[config.mk]
export PLATFORM = sky130hd
export DESIGN_NAME = fp_result_unpacker
export DESIGN_NICKNAME = d
export VERILOG_FILES = /design/src/rtl/fp_result_unpacker.sv
export SDC_FILE = /design/constraint.sdc
export NUM_CORES = 1
export LEC_CHECK = 0
export ABC_CLOCK_PERIOD_IN_PS = 3100
export CELL_PAD_IN_SITES_DETAIL_PLACEMENT = 1
export CELL_PAD_IN_SITES_GLOBAL_PLACEMENT = 2
export CORE_ASPECT_RATIO = 0.75
export CORE_MARGIN = 3
export CORE_UTILIZATION = 38
export DETAILED_ROUTE_END_ITERATION = 10
export PLACE_DENSITY_LB_ADDON = 0.2
export SETUP_SLACK_MARGIN = 0.15
export SYNTH_ARGS = -nofsm -noshare
export SYNTH_HDL_FRONTEND = slang
export SYNTH_SLANG_ARGS = --single-unit
[constraint.sdc]
create_clock -name clk -period 3.1 [get_ports clk]
set_clock_uncertainty 0.2 [all_clocks]
set_input_delay 0.31 -clock clk [delete_from_list [all_inputs] [get_ports clk]]
set_output_delay 0.31 -clock clk [all_outputs]
set_load 0.005 [all_outputs]
[src/rtl/fp_result_unpacker.sv]
// Decodes binary32 results into sign/exponent/mantissa/class records and queues them in a DEPTH-entry FIFO.
// Latency: push at edge N is visible at the outputs after edge N; in_ready = !full, independent of out_ready.
// Optional statistics counters are built only when FP_UNPACK_STATS_EN is defined.
module fp_result_unpacker #(
    parameter int DEPTH = 4,
    parameter int CNT_W = 16
) (
    input  logic             clk,
    input  logic             rst,
    input  logic             in_valid,
    output logic             in_ready,
    input  logic [31:0]      in_data,
    input  logic             in_ovf,
    output logic             out_valid,
    input  logic             out_ready,
    output logic             out_sign,
    output logic [8:0]       out_exp,
    output logic [23:0]      out_mant,
    output logic [2:0]       out_class,
    output logic             out_ovf,
    input  logic             stat_clr,
    output logic [CNT_W-1:0] nan_cnt,
    output logic [CNT_W-1:0] inf_cnt,
    output logic [CNT_W-1:0] ovf_cnt
);
    localparam int AW = (DEPTH > 1) ? $clog2(DEPTH) : 1;
    localparam int CW = $clog2(DEPTH) + 1;

    typedef enum logic [2:0] {
        CLS_ZERO   = 3'd0,
        CLS_DENORM = 3'd1,
        CLS_NORMAL = 3'd2,
        CLS_INF    = 3'd3,
        CLS_NAN    = 3'd4
    } cls_e;

    typedef struct packed {
        logic        sign;
        logic [8:0]  exp;
        logic [23:0] mant;
        logic [2:0]  cls;
        logic        ovf;
    } rec_t;

    rec_t          mem [DEPTH];
    rec_t          dec;
    rec_t          head;
    logic [AW-1:0] wr_ptr;
    logic [AW-1:0] rd_ptr;
    logic [CW-1:0] count;
    logic          push;
    logic          pop;

    assign in_ready  = (count != CW'(DEPTH));
    assign out_valid = (count != '0);
    assign push      = in_valid & in_ready;
    assign pop       = out_valid & out_ready;

    always_comb begin
        dec      = '0;
        dec.sign = in_data[31];
        dec.ovf  = in_ovf;
        if (in_data[30:23] == 8'd0) begin
            if (in_data[22:0] == 23'd0) begin
                dec.cls = CLS_ZERO;
            end else begin
                dec.cls  = CLS_DENORM;
                dec.exp  = 9'h182;
                dec.mant = {1'b0, in_data[22:0]};
            end
        end else if (in_data[30:23] == 8'hff) begin
            dec.exp  = 9'h080;
            dec.mant = {1'b0, in_data[22:0]};
            dec.cls  = (in_data[22:0] == 23'd0) ? CLS_INF : CLS_NAN;
        end else begin
            dec.cls  = CLS_NORMAL;
            dec.exp  = {1'b0, in_data[30:23]} - 9'd127;
            dec.mant = {1'b1, in_data[22:0]};
        end
    end

    // Storage is not reset; stale entries are masked by out_valid below.
    always_ff @(posedge clk) begin
        if (push) begin
            mem[wr_ptr] <= dec;
        end
    end

    always_ff @(posedge clk or negedge rst) begin
        if (!rst) begin
            wr_ptr <= '0;
            rd_ptr <= '0;
            count  <= '0;
        end else begin
            if (push) begin
                wr_ptr <= wr_ptr + AW'(1);
            end
            if (pop) begin
                rd_ptr <= rd_ptr + AW'(1);
            end
            case ({push, pop})
                2'b10:   count <= count + CW'(1);
                2'b01:   count <= count - CW'(1);
                default: count <= count;
            endcase
        end
    end

    assign head      = out_valid ? mem[rd_ptr] : '0;
    assign out_sign  = head.sign;
    assign out_exp   = head.exp;
    assign out_mant  = head.mant;
    assign out_class = head.cls;
    assign out_ovf   = head.ovf;

`ifdef FP_UNPACK_STATS_EN
    always_ff @(posedge clk or negedge rst) begin
        if (!rst) begin
            nan_cnt <= '0;
            inf_cnt <= '0;
            ovf_cnt <= '0;
        end else if (stat_clr) begin
            nan_cnt <= '0;
            inf_cnt <= '0;
            ovf_cnt <= '0;
        end else if (push) begin
            if (dec.cls == CLS_NAN && nan_cnt != '1) begin
                nan_cnt <= nan_cnt + CNT_W'(1);
            end
            if (dec.cls == CLS_INF && inf_cnt != '1) begin
                inf_cnt <= inf_cnt + CNT_W'(1);
            end
            if (in_ovf && ovf_cnt != '1) begin
                ovf_cnt <= ovf_cnt + CNT_W'(1);
            end
        end
    end
`else
    logic unused_stat_clr;
    assign unused_stat_clr = stat_clr;
    assign nan_cnt = '0;
    assign inf_cnt = '0;
    assign ovf_cnt = '0;
`endif
endmodule

# Word level (Yosys, flattened, before mapping)
# Memories as Yosys holds them, arrays and structs flattened.
# Cells that the tools add are included.
dict set report totals {
  reg_bits 7
  mem_bits_rw 152
  in_bits 38
  output_inout_bits 88
  word_cells 28
  n_memories 1
}
dict set report classes {
  addsub 5
  n_eq_ne 4
  n_mux 9
  bitwise 2
  n_reduce_logical 4
}
# memory words word_bits read_ports rd_clocked_by_memory_dff write_ports line_no
set mem_list {}
lappend mem_list {mem 4 38 1 0 1 45} ;# rec_t mem [DEPTH];
# operator count
set ops {}
lappend ops {{$mux W36} 2}
lappend ops {{$mux W38} 1}
lappend ops {{$mux W33} 1}
lappend ops {{$logic_not A23 Y1} 1}
lappend ops {{$sub A8 B7 Y9 const B} 1}
lappend ops {{$eq A8 B8 Y1 const B} 1}
lappend ops {{$logic_not A8 Y1} 1}
lappend ops {{$pmux W3 S2} 1}
lappend ops {{$add A2 B1 Y2 const B} 2}
lappend ops {{$add A3 B1 Y3 const B} 1}
lappend ops {{$mux W1} 3}
lappend ops {{$mux W3} 1}
lappend ops {{$ne A3 B3 Y1 const B} 1}
lappend ops {{$reduce_bool A3 Y1} 1}
lappend ops {{$sub A3 B1 Y3 const B} 1}
lappend ops {{$and A1 B1 Y1} 2}
lappend ops {{$eq A2 B1 Y1 const B} 1}
lappend ops {{$eq A2 B2 Y1 const B} 1}
lappend ops {{$reduce_bool A2 Y1} 1}

# Logic depth before layout (Yosys ltp)
# Gate-level depths: netlist (run 1).
dict set report logic_depth {
  ltp_word 4
  ltp_mapped 10
  depth_no_buf 10
}

# Least setup slack after synthesis (run 1)
# No wires, ideal clock.
dict set report synth_timing {
  path_kind {register to register}
  start {reg wr_ptr[0]}
  end {mem mem[2][0] (netlist name) (enable)}
  setup_time_ns 0.399
  arrival_ns 1.588
  required_ns 2.501
  slack_ns 0.913
  path_stages_with_launch 4
  path_buffers 0
  synth_period_minus_slack_ns 2.187
  cell_sequence {dfrtp_1 inv_1 ha_1 and3_1}
}
# element line_no
set synth_rtl {}
lappend synth_rtl {{from (decl)} 48} ;# logic [AW-1:0] wr_ptr;
lappend synth_rtl {{from (signal assigned)} 96} ;# wr_ptr <= wr_ptr + AW'(1);
lappend synth_rtl {{to (decl)} 45}
# Straight into the memory's write port.

# Worst setup path after layout (run 1)
dict set report layout_timing {
  start {reg rd_ptr[0]}
  end {out out_mant[6]}
}
dict set report layout_via {
  elab_chain_cells 2
}
# element line_no
set layout_lines {}
lappend layout_lines {{from (decl)} 49} ;# logic [AW-1:0] rd_ptr;
lappend layout_lines {{from (signal assigned)} 99} ;# rd_ptr <= rd_ptr + AW'(1);
lappend layout_lines {{$mem_v2 Z4 W38} -}
lappend layout_lines {{$mux W38} 109} ;# assign head = out_valid ? mem[rd_ptr] : '0;
lappend layout_lines {{to (decl)} 18} ;# output logic [23:0] out_mant,
# Every way passes these cells.

==> summary.md, run 1 <==
## Run status
• completed — result of the run

## Clocking
• 159 — TritonCTS Sinks
• 0.06 ns — clock edge transition at the registers on the reported setup and hold paths
• 4 — H-tree Lvls
• done — TritonCTS clock tree
• clkbuf_16 — CTS root buf
• 17 — TritonCTS Buffers
• 2 — Longest Clk Path Bufs
• 0.41 ns — insertion delay of the later-clocked pin in the worst-skew pair

## Cells and area
• edfxtp_1 (152), clkdlybuf4s50_1 (76), conb_1 (48) — most frequent cells in the layout
• 20.2% — layout-stage area growth over the synthesis result
• edfxtp_1 — most common library cell in the layout ignoring fill and taps
• 1705 — total of fill cells in the finished design
• 0.194 — proportion of layout cells with a drive suffix above 1
• 1770 um^2 — total area of multi-input combinational cells
• 517 — final layout net count
• 4740 um^2 — sequential cell area in the final layout
• 0 — antenna diode count

## Floorplan
• 123 um — die extent in y
• 19900 um^2 — floorplan die area
• 17800 um^2 — Core Box Area
• 126 — io pins
• 42 — Row Count
• 0.390 — starting utilization of the core area
• 162 um — width of the chip

## STA
• false — unrepaired setup endpoints after global routing
• 0 — max-slew violations
• 0 ns — Sum Neg Setup Slack
• 0.907 — fraction of the cycle the final worst path needs
• 0.290 ns — crit path setup slack, layout
• 0.622 ns — slew of the pin with the lowest slew margin
• 0 — number of hold violations in the final report
• 356 MHz — Highest Clock Rate
• 0.585 — slew margin rel.
• 0 — count of final setup violators
• 2.81 ns — crit path time final

## Power
• 0.361 — combinational share of power
• 0.388 — fraction of power consumed by sequential logic
• 935 nW/um^2 — pwr/cell area
• 0.397 mV — maximum resistive drop on vdd
• 2190 uW — Switching Power
• 0.251 — share of total power in the clock network
• 0.281 — switching part of the total
• 5600 uW — total internal power
• 0.00287 uW — Lkg Pwr
• 7790 uW — total chip power

## Synthesis
• 0.0640 — simple-gate area share of the yosys netlist
• 0.0155 — adder-cell share of the synthesized area
• 0.683 — part of the Yosys area used for sequential elements
• edfxtp_1 (66%), mux4_2 (12%), buf_4 (5.2%) — top post-synthesis cells by area
• 159 — register bit total from synthesis
• edfxtp_1 — dominant synthesized flop cell
• 0 — Warnings, synthesis
• 396 — number of cells produced by synthesis
• 0.128 — multiplexer share of the synthesized area
• 6940 um^2 — area of the mapped netlist
• 152 — EDFF count, synth
• 0.658 — share of the synthesized area in the top cell type
• 0.0139 — area share of xor/xnor cells in the synthesized design
• 17.5 um^2 — mean area per synthesized cell
• 0.0440 — async set-or-reset flop fraction in the synthesized netlist
• multiplexers — combinational family with the most area after synthesis
• 32 — Netlist cell types
• 0.00686 — synthesized-area fraction occupied by ao, oa, aoi and oai cells
• edfxtp_1 — library cell with the largest summed area after synthesis

## Route
• 211 — initial DRC count
• 0 — remaining antenna violation count after routing
• 4 — DRT Pass-1 Iters
• 19.2 um — wire per inst
• 4.70 — routed vias/inst
• 3414 — vias after detailed routing
• 13900 um — wire length after detailed routing
• 0 — DR DRC count

## Place
• 0.399 ns — pre-CTS WS
• 76 — IO Port Bufs
• 8450 um — DP HPWL
• 0.705 — RD Place Congestion

## Setup path
• 2.30 ns — Worst EP arrival
• register to output pin — critical path type
• count[2] — Reg-to-Reg End
• 11 — Crit Path Max Fanout
• 2.59 ns — worst endpoint required time
• count[0] — source of the worst register-to-register timing path
• register — Setup crit start kind
• 8 — worst r2r path cells
• 0.67 ns — reg-to-reg slack, setup
• output pin — kind of end point of the critical path

## Global routing
• 3641 — number of global-route vias before repair
• 0 — global route overflow
• 0 — initial antenna violation count
• 41 — pin count of the biggest net entering global routing
• 0.145 — GRT Overall Usage
• 21400 um — global-route wire length before repair

## Min path
• count[2] — Worst Hold Path EP
• 1 — number of stages on the worst hold path
• register to register — Hold Path Class
• count[2] — startpoint of the tightest hold check path

## Job
• 0 — maximum capacitance violations

[state kept, by name (all words and copies together) (netlist names)]
register,cells
rd_ptr,2
mem,152
count,3
wr_ptr,2
[metal layers]
metal / up-vias / GRT usage / share of wire
met5: - / 0 / 0
met4: 0 / 0.0495 / 0.012
met3: 18 / 0.0362 / 0.052
met2: 100 / 0.227 / 0.46
met1: 1767 / 0.199 / 0.47
li1: 1529 / - / -
[kinds of logic (layout without fill, tap and decap cells)]
group	Yosys count	in the layout
AO/OA/AOI/OAI	7	7
XOR/XNOR	11	11
adder cells (fa/ha/maj)	8	8
buffers and inverters	94	135
flip-flops	159	159
multiplexers	41	41
other	1	48
AND/OR/NAND/NOR	75	75
[worst max-delay path by stage]
stage | from | endpoint | slack (ns) | depth (start not counted)
6_report | rd_ptr[0] | out_mant[6] | 0.29 | 4
5_1_grt | rd_ptr[0] | out_mant[9] | 0.17 | 4
3_5_place_dp | in_data[19] | mem[3][1] | 0.40 | 5
2_1_floorplan | wr_ptr[0] | mem[2][0] | 0.91 | 3
4_1_cts | rd_ptr[0] | out_mant[6] | 0.16 | 4
3_3_place_gp | rd_ptr[0] | out_mant[9] | 0.45 | 4
[power by group through the flow]
stage | Sequential (uW) | Clock (uW) | Combinational [uW]
after CTS | 3050 | 2000 | 2830
after global routing | 3070 | 2110 | 3080
final | 3020 | 1960 | 2810
after floorplan | 2970 | 0 | 1660
after global placement | 3060 | 0 | 2790
after detailed placement | 3080 | 0 | 2820
[Yosys cell counts, types with 3 or more instances]
cell      instances
and2_1           41
and3_1            7
buf_12            4
buf_2             3
buf_4            48
clkbuf_1         28
dfrtp_1           7
edfxtp_1        152
ha_1              7
inv_1            10
mux4_2           38
nand2_1           3
nand3_1           6
nor2_1            7
nor4_1            6
xnor2_1           5
xor2_1            6
[stage by stage]
step                      std cells  utilization  hold slack, ns  instance area (um^2)
after floorplan                 443            -          -0.186                  7110
after global placement          687        0.435           0.289                  7720
after detailed placement        687        0.435           0.296                  7720
after CTS                       720        0.467           0.299                  8290
after global routing            726        0.469           0.310                  8340
final                           726        0.469           0.295                  8340
[critical path: stages (launching register included)]
cell and delay, ns:
dfrtp_4 0.52, buf_6 0.22, mux4_2 0.52, and2_1 0.17, clkdlybuf4s50_1 0.45
[final cells by class]
| type | count | area share |
|---|---|---|
| flip-flops and latches | 159 | 0.569 |
| multi-input cells | 190 | 0.212 |
| repair buffers | 93 | 0.112 |
| clock buffers | 19 | 0.0519 |
| well taps | 242 | 0.0363 |
| clock inverters | 13 | 0.0143 |
| inverters | 10 | 0.00450 |
[timing repair]
action | CTS | global route
hold endpoints to repair | 7 | 0
resized for setup | 2 | 0
endpoints found under the setup margin | 19 | 18
buffers inserted | 0 | 6
hold buffers | 1 | 0
(Power assumes the default switching activity.)
==> run 2: changes to the inputs <==
GPL_TIMING_DRIVEN = 0   (was unset)
==> run 2 against run 1 <==
Effect of this change: utilization up 2.7 points; global-route usage up 0.89 points; critical endpoint is now out_mant[14]; non-clock buffer count up 72; combinational power up 7%; hold slack better by 0.021 ns; flip-flop and latch count unchanged; cell count up 9.5%; clock-buffer cell count up 2; maximum frequency up 0.54%; routed wire length up 3.9%; critical path type unchanged; largest cell class unchanged.
==> summary.md, run 2 (synthesis gave the netlist of run 1 again) <==
## Power
• 0.00317 uW — Lkg Pwr, was 0.00287 uW
• 0.420 mV — maximum resistive drop on vdd, was 0.397 mV
• 0.244 — share of total power in the clock network, was 0.251
• 5740 uW — total internal power, was 5600 uW
• 2140 uW — Switching Power, was 2190 uW
• 0.375 — fraction of power consumed by sequential logic, was 0.388
• 894 nW/um^2 — pwr/cell area, was 935 nW/um^2
• 0.272 — switching part of the total, was 0.281
• 0.381 — combinational share of power, was 0.361

## STA
• 0 — max-slew violations, unchanged
• 2.80 ns — crit path time final, was 2.81 ns
• 0 — number of hold violations in the final report, unchanged
• 0.902 — fraction of the cycle the final worst path needs, was 0.907
• 358 MHz — Highest Clock Rate, was 356 MHz
• 0 ns — Sum Neg Setup Slack, unchanged
• 0.305 ns — crit path setup slack, layout, was 0.290 ns
• false — unrepaired setup endpoints after global routing, unchanged
• 0.610 ns — slew of the pin with the lowest slew margin, was 0.622 ns
• 0.589 — slew margin rel., was 0.585
• 0 — count of final setup violators, unchanged

## Cells and area
• 0.241 — proportion of layout cells with a drive suffix above 1, was 0.194
• mem: 152 flops, count: 3 flops — Largest regs, unchanged
• edfxtp_1 — most common library cell in the layout ignoring fill and taps, unchanged
• 0.496 — post-layout util, was 0.469
• mem — most flop-heavy register, unchanged
• 0 — antenna diode count, unchanged
• 152 — number of flip-flops in the largest register, unchanged
• 8820 um^2 — area of all placed cells without fillers, was 8340 um^2
• edfxtp_1 (152), clkdlybuf4s50_1 (76), buf_4 (49) — most frequent cells in the layout, was edfxtp_1 (152), clkdlybuf4s50_1 (76), conb_1 (48)
• 589 — final layout net count, was 517
• 27.1% — layout-stage area growth over the synthesis result, was 20.2%
• 795 — Final Instance Count excl. Fillers, was 726

## Place
• 76 — IO Port Bufs, unchanged
• 8260 um^2 — area after detailed placement, was 7720 um^2
• 765 — # placed instances, was 687
• 0.711 — RD Place Congestion, was 0.705
• 0.379 ns — pre-CTS WS, was 0.399 ns
• 9730 um — DP HPWL, was 8450 um

## Route
• 3693 — vias after detailed routing, was 3414
• 0 — remaining antenna violation count after routing, unchanged
• 18.2 um — wire per inst, was 19.2 um
• 4.65 — routed vias/inst, was 4.70
• 4 — DRT Pass-1 Iters, unchanged
• 234 — initial DRC count, was 211
• 0 — DR DRC count, unchanged
• 14400 um — wire length after detailed routing, was 13900 um

## Setup path
• output pin — kind of end point of the critical path, unchanged
• 0.45 ns — delay contributed by the slowest stage of the critical path, was 0.52 ns
• or3_4, buf_2, clkbuf_4, and2_1, clkdlybuf4s50_1 — list of cells traversed by the critical path, was buf_6, mux4_2, and2_1, clkdlybuf4s50_1
• 2.29 ns — Worst EP arrival, was 2.30 ns
• register — Setup crit start kind, unchanged
• register to output pin — critical path type, unchanged
• clkdlybuf4s50_1 — cell type of the slowest stage on the worst timing path, was dfrtp_4
• 2.59 ns — worst endpoint required time, about the same
• 10 — Crit Path Max Fanout, was 11

## Global routing
• 0.154 — GRT Overall Usage, was 0.145
• 22400 um — global-route wire length before repair, was 21400 um
• 3940 — number of global-route vias before repair, was 3641
• 22 — pin count of the biggest net entering global routing, was 41
• 0 — global route overflow, unchanged
• 0 — initial antenna violation count, unchanged

## Floorplan
• 19900 um^2 — floorplan die area, unchanged
• 162 um — width of the chip, unchanged
• 123 um — die extent in y, unchanged
• 0.390 — starting utilization of the core area, unchanged
• 17800 um^2 — Core Box Area, unchanged
• 126 — io pins, unchanged
• 42 — Row Count, unchanged

## Job
• 0 — maximum capacitance violations, unchanged

## Clocking
• 159 — TritonCTS Sinks, unchanged
• done — TritonCTS clock tree, unchanged
• clkbuf_16 — CTS root buf, unchanged
• 17 — TritonCTS Buffers, unchanged
• 2 — Longest Clk Path Bufs, unchanged
• 0.06 ns — clock edge transition at the registers on the reported setup and hold paths, about the same
• 4 — H-tree Lvls, unchanged
• 0.42 ns — insertion delay of the later-clocked pin in the worst-skew pair, was 0.41 ns

## Min path
• register to register — Hold Path Class, unchanged

## Run status
• completed — result of the run, unchanged

[run 2: cell count changes in the layout (fill, tap and decap cells not counted), sizes merged]
| cell | change |
|---|---|
| bufinv | +1 |
| clkinv | -3 |
| buf | +44 |
| clkinvlp | -2 |
| inv | -1 |
| clkbuf | +30 |
[run 2: worst max-delay path, delay by kind of cell (launching register included)]
family	cells	cell delay, ns
buffers and inverters	3	0.88
AND/OR/NAND/NOR	2	0.58
flip-flops	1	0.41
[run 2: repair_timing]
item | in CTS | in global routing
hold endpoints to repair | 7 | 0
hold buffers | 1 | 0
buffers inserted | 0 | 0
endpoints found under the setup margin | 10 | 13
cloned | 0 | 0
pin swaps | 0 | 0
resized for setup | 4 | 4
[run 2: worst paths after layout]
path                          start            to  slack [ns]  cells after the start
hold / removal             count[0]      count[0]        0.32                      1
setup reg to reg           count[0]      count[2]        0.76                     10
min in group asynchronous       rst     wr_ptr[1]        0.52                      2
max in group asynchronous       rst     wr_ptr[0]        1.92                      2
setup / recovery           count[0]  out_mant[14]        0.30                      5
hold reg to reg            count[0]      count[0]        0.32                      1
[run 2: metrics by stage]
stage          power, uW  hold slack (ns)
6_report            7890            0.316
5_1_grt             8330            0.329
4_1_cts             8010            0.318
3_5_place_dp        6050            0.300
3_3_place_gp        5960            0.291
2_1_floorplan       4630           -0.186
[run 2: layer usage]
| metal | share of wire | vias up | track usage |
|---|---|---|---|
| met4 | 0.014 | 0 | 0.0559 |
| li1 | - | 1679 | - |
| met5 | 0 | - | 0 |
| met3 | 0.043 | 16 | 0.0355 |
| met2 | 0.49 | 100 | 0.253 |
| met1 | 0.45 | 1898 | 0.202 |
[run 2: area by class of cell]
cell class | count | area, um^2
Fill cell | 1768 | 8950
Sequential cell | 159 | 4740
Multi-Input combinational cell | 190 | 1770
Timing Repair Buffer | 81 | 851
Buffer | 84 | 583
Clock buffer | 21 | 440
Tap cell | 242 | 303
Clock inverter | 8 | 93.8
Inverter | 10 | 37.5
[run 2: power groups by stage]
stage | clock network [uW] | logic, uW | registers, uW
2_1_floorplan | 0 | 1660 | 2970
3_3_place_gp | 0 | 2950 | 3000
3_5_place_dp | 0 | 3040 | 3010
4_1_cts | 1970 | 3080 | 2970
5_1_grt | 2070 | 3260 | 3000
6_report | 1920 | 3000 | 2960
==> run 3: changes to the inputs <==
GPL_TIMING_DRIVEN = unset   (was 0)
MAX_ROUTING_LAYER = met4   (was unset)
==> run 3 against run 2 <==
Effect of this change: sequential share of layout area up 3.2 points; flip-flop and latch count did not move; final area is 5.4% lower; global-route usage fell by 0.41 points; combinational power fell by 6%; utilization down 2.7 points; largest cell class unchanged; largest power group is now sequential cells.
==> summary.md, run 3 (synthesis gave the netlist of run 1 again) <==
## Floorplan
• 0.390 — starting utilization of the core area, unchanged
• 17800 um^2 — Core Box Area, unchanged
• 126 — io pins, unchanged
• 123 um — die extent in y, unchanged
• 19900 um^2 — floorplan die area, unchanged
• 42 — Row Count, unchanged
• 162 um — width of the chip, unchanged

## Setup path
• buf_6, mux4_2, and2_1, clkdlybuf4s50_1 — list of cells traversed by the critical path, was or3_4, buf_2, clkbuf_4, and2_1, clkdlybuf4s50_1
• 2.59 ns — worst endpoint required time, about the same
• dfrtp_4 — cell type of the slowest stage on the worst timing path, was clkdlybuf4s50_1
• 0.52 ns — delay contributed by the slowest stage of the critical path, was 0.45 ns
• 11 — Crit Path Max Fanout, was 10
• register — Setup crit start kind, unchanged
• 2.31 ns — Worst EP arrival, was 2.29 ns
• 2 — critical path buffer and inverter count, was 3
• register to output pin — critical path type, unchanged
• output pin — kind of end point of the critical path, unchanged
• buffers and inverters — crit-path leading delay family, unchanged

## Cells and area
• 517 — final layout net count, was 589
• 0 — antenna diode count, unchanged
• mem: 152 flops, count: 3 flops — Largest regs, unchanged
• 726 — Final Instance Count excl. Fillers, was 795
• edfxtp_1 (152), clkdlybuf4s50_1 (76), conb_1 (48) — most frequent cells in the layout, was edfxtp_1 (152), clkdlybuf4s50_1 (76), buf_4 (49)
• edfxtp_1 — most common library cell in the layout ignoring fill and taps, unchanged
• mem — most flop-heavy register, unchanged
• 20.2% — layout-stage area growth over the synthesis result, was 27.1%
• 0.194 — proportion of layout cells with a drive suffix above 1, was 0.241
• 152 — number of flip-flops in the largest register, unchanged

## STA
• 0.586 — slew margin rel., was 0.589
• 355 MHz — Highest Clock Rate, was 358 MHz
• 0 — count of final setup violators, unchanged
• 0 — max-slew violations, unchanged
• 2.82 ns — crit path time final, was 2.80 ns
• 0 — number of hold violations in the final report, unchanged
• 0.622 ns — slew of the pin with the lowest slew margin, was 0.610 ns
• 0 ns — Sum Neg Setup Slack, unchanged
• 0.909 — fraction of the cycle the final worst path needs, was 0.902
• false — unrepaired setup endpoints after global routing, unchanged

## Route
• 13900 um — wire length after detailed routing, was 14400 um
• 0 — DR DRC count, unchanged
• 4 — DRT Pass-1 Iters, unchanged
• 6570 um — detailed-routing wirelength on met1, was 6490 um
• 0 — remaining antenna violation count after routing, unchanged
• 19.2 um — wire per inst, was 18.2 um
• 4.69 — routed vias/inst, was 4.65
• 6470 um — met2 WL, was 7140 um
• 227 — initial DRC count, was 234
• 712 um — met3 wire length, was 620 um
• met4 — Max Used Layer, unchanged
• 3405 — vias after detailed routing, was 3693

## Clocking
• 159 — TritonCTS Sinks, unchanged
• done — TritonCTS clock tree, unchanged
• clkbuf_16 — CTS root buf, unchanged
• 17 — TritonCTS Buffers, unchanged
• 2 — Longest Clk Path Bufs, unchanged
• 0.06 ns — clock edge transition at the registers on the reported setup and hold paths, about the same
• 4 — H-tree Lvls, unchanged
• 0.41 ns — insertion delay of the later-clocked pin in the worst-skew pair, was 0.42 ns

## Place
• 8450 um — DP HPWL, was 9730 um
• 687 — # placed instances, was 765
• 0.713 — RD Place Congestion, was 0.711
• 76 — IO Port Bufs, unchanged

## Global routing
• 21400 um — global-route wire length before repair, was 22400 um
• 3644 — number of global-route vias before repair, was 3940
• 41 — pin count of the biggest net entering global routing, was 22
• 0 — initial antenna violation count, unchanged
• 0.149 — GRT Overall Usage, was 0.154
• 0 — global route overflow, unchanged

## Power
• 0.00287 uW — Lkg Pwr, was 0.00317 uW
• 935 nW/um^2 — pwr/cell area, was 894 nW/um^2
• 0.398 mV — maximum resistive drop on vdd, was 0.420 mV

## Min path
• register to register — Hold Path Class, unchanged

## Run status
• completed — result of the run, unchanged

## Job
• 0 — maximum capacitance violations, unchanged

## run 3: changes by cell type in the layout (fill, tap and decap cells not counted), sizes merged
cell	previous run	this run
bufinv	2	1
clkinvlp	2	4
buf	60	16
clkinv	4	7
clkbuf	49	19
inv	10	11
## run 3: layout make-up
| class | instances | area, um^2 |
|---|---|---|
| fillers | 1705 | 9430 |
| well taps | 242 | 303 |
| flip-flops and latches | 159 | 4740 |
| clock inverters | 13 | 119 |
| clock buffers | 19 | 433 |
| repair buffers | 93 | 932 |
| multi-input cells | 190 | 1770 |
| inverters | 10 | 37.5 |
## run 3: per-layer routing
metal / vias up / global-route usage
met4: 0 / 0.0448
met5: - / -
met1: 1760 / 0.201
li1: 1529 / -
met2: 98 / 0.227
met3: 18 / 0.0392
## run 3: what timing repair did
item	in CTS	in global routing
cloned	0	0
setup buffers	0	6
hold buffers	1	0
resized for setup	2	0
endpoints found under the setup margin	19	20
hold endpoints to repair	7	0
## run 3: path summary, 6_finish.rpt
path,slack [ns],startpoint,cells after the start,endpoint
max in group asynchronous,1.88,rst,2,rd_ptr[0]
min,0.30,count[2],1,count[2]
max reg2reg,0.67,count[0],8,count[2]
min reg2reg,0.30,count[2],1,count[2]
max,0.28,rd_ptr[0],4,out_mant[6]
min in group asynchronous,0.51,rst,2,rd_ptr[1]
## run 3: power by group
group          internal, uW  switching [uW]
clock network          1110             854
registers              2850             168
logic                  1640            1170
total                  5600            2190
## run 3: metrics by stage
step	power [uW]	util	instance area [um^2]	worst slack, ns	hold slack (ns)
CTS	7880	0.467	8290	0.156	0.299
floorplan	4630	-	7110	0.913	-0.186
detailed placement	5900	0.435	7720	0.399	0.296
finish	7790	0.469	8340	0.283	0.295
global placement	5840	0.435	7720	0.450	0.289
global route	8250	0.469	8340	0.168	0.310
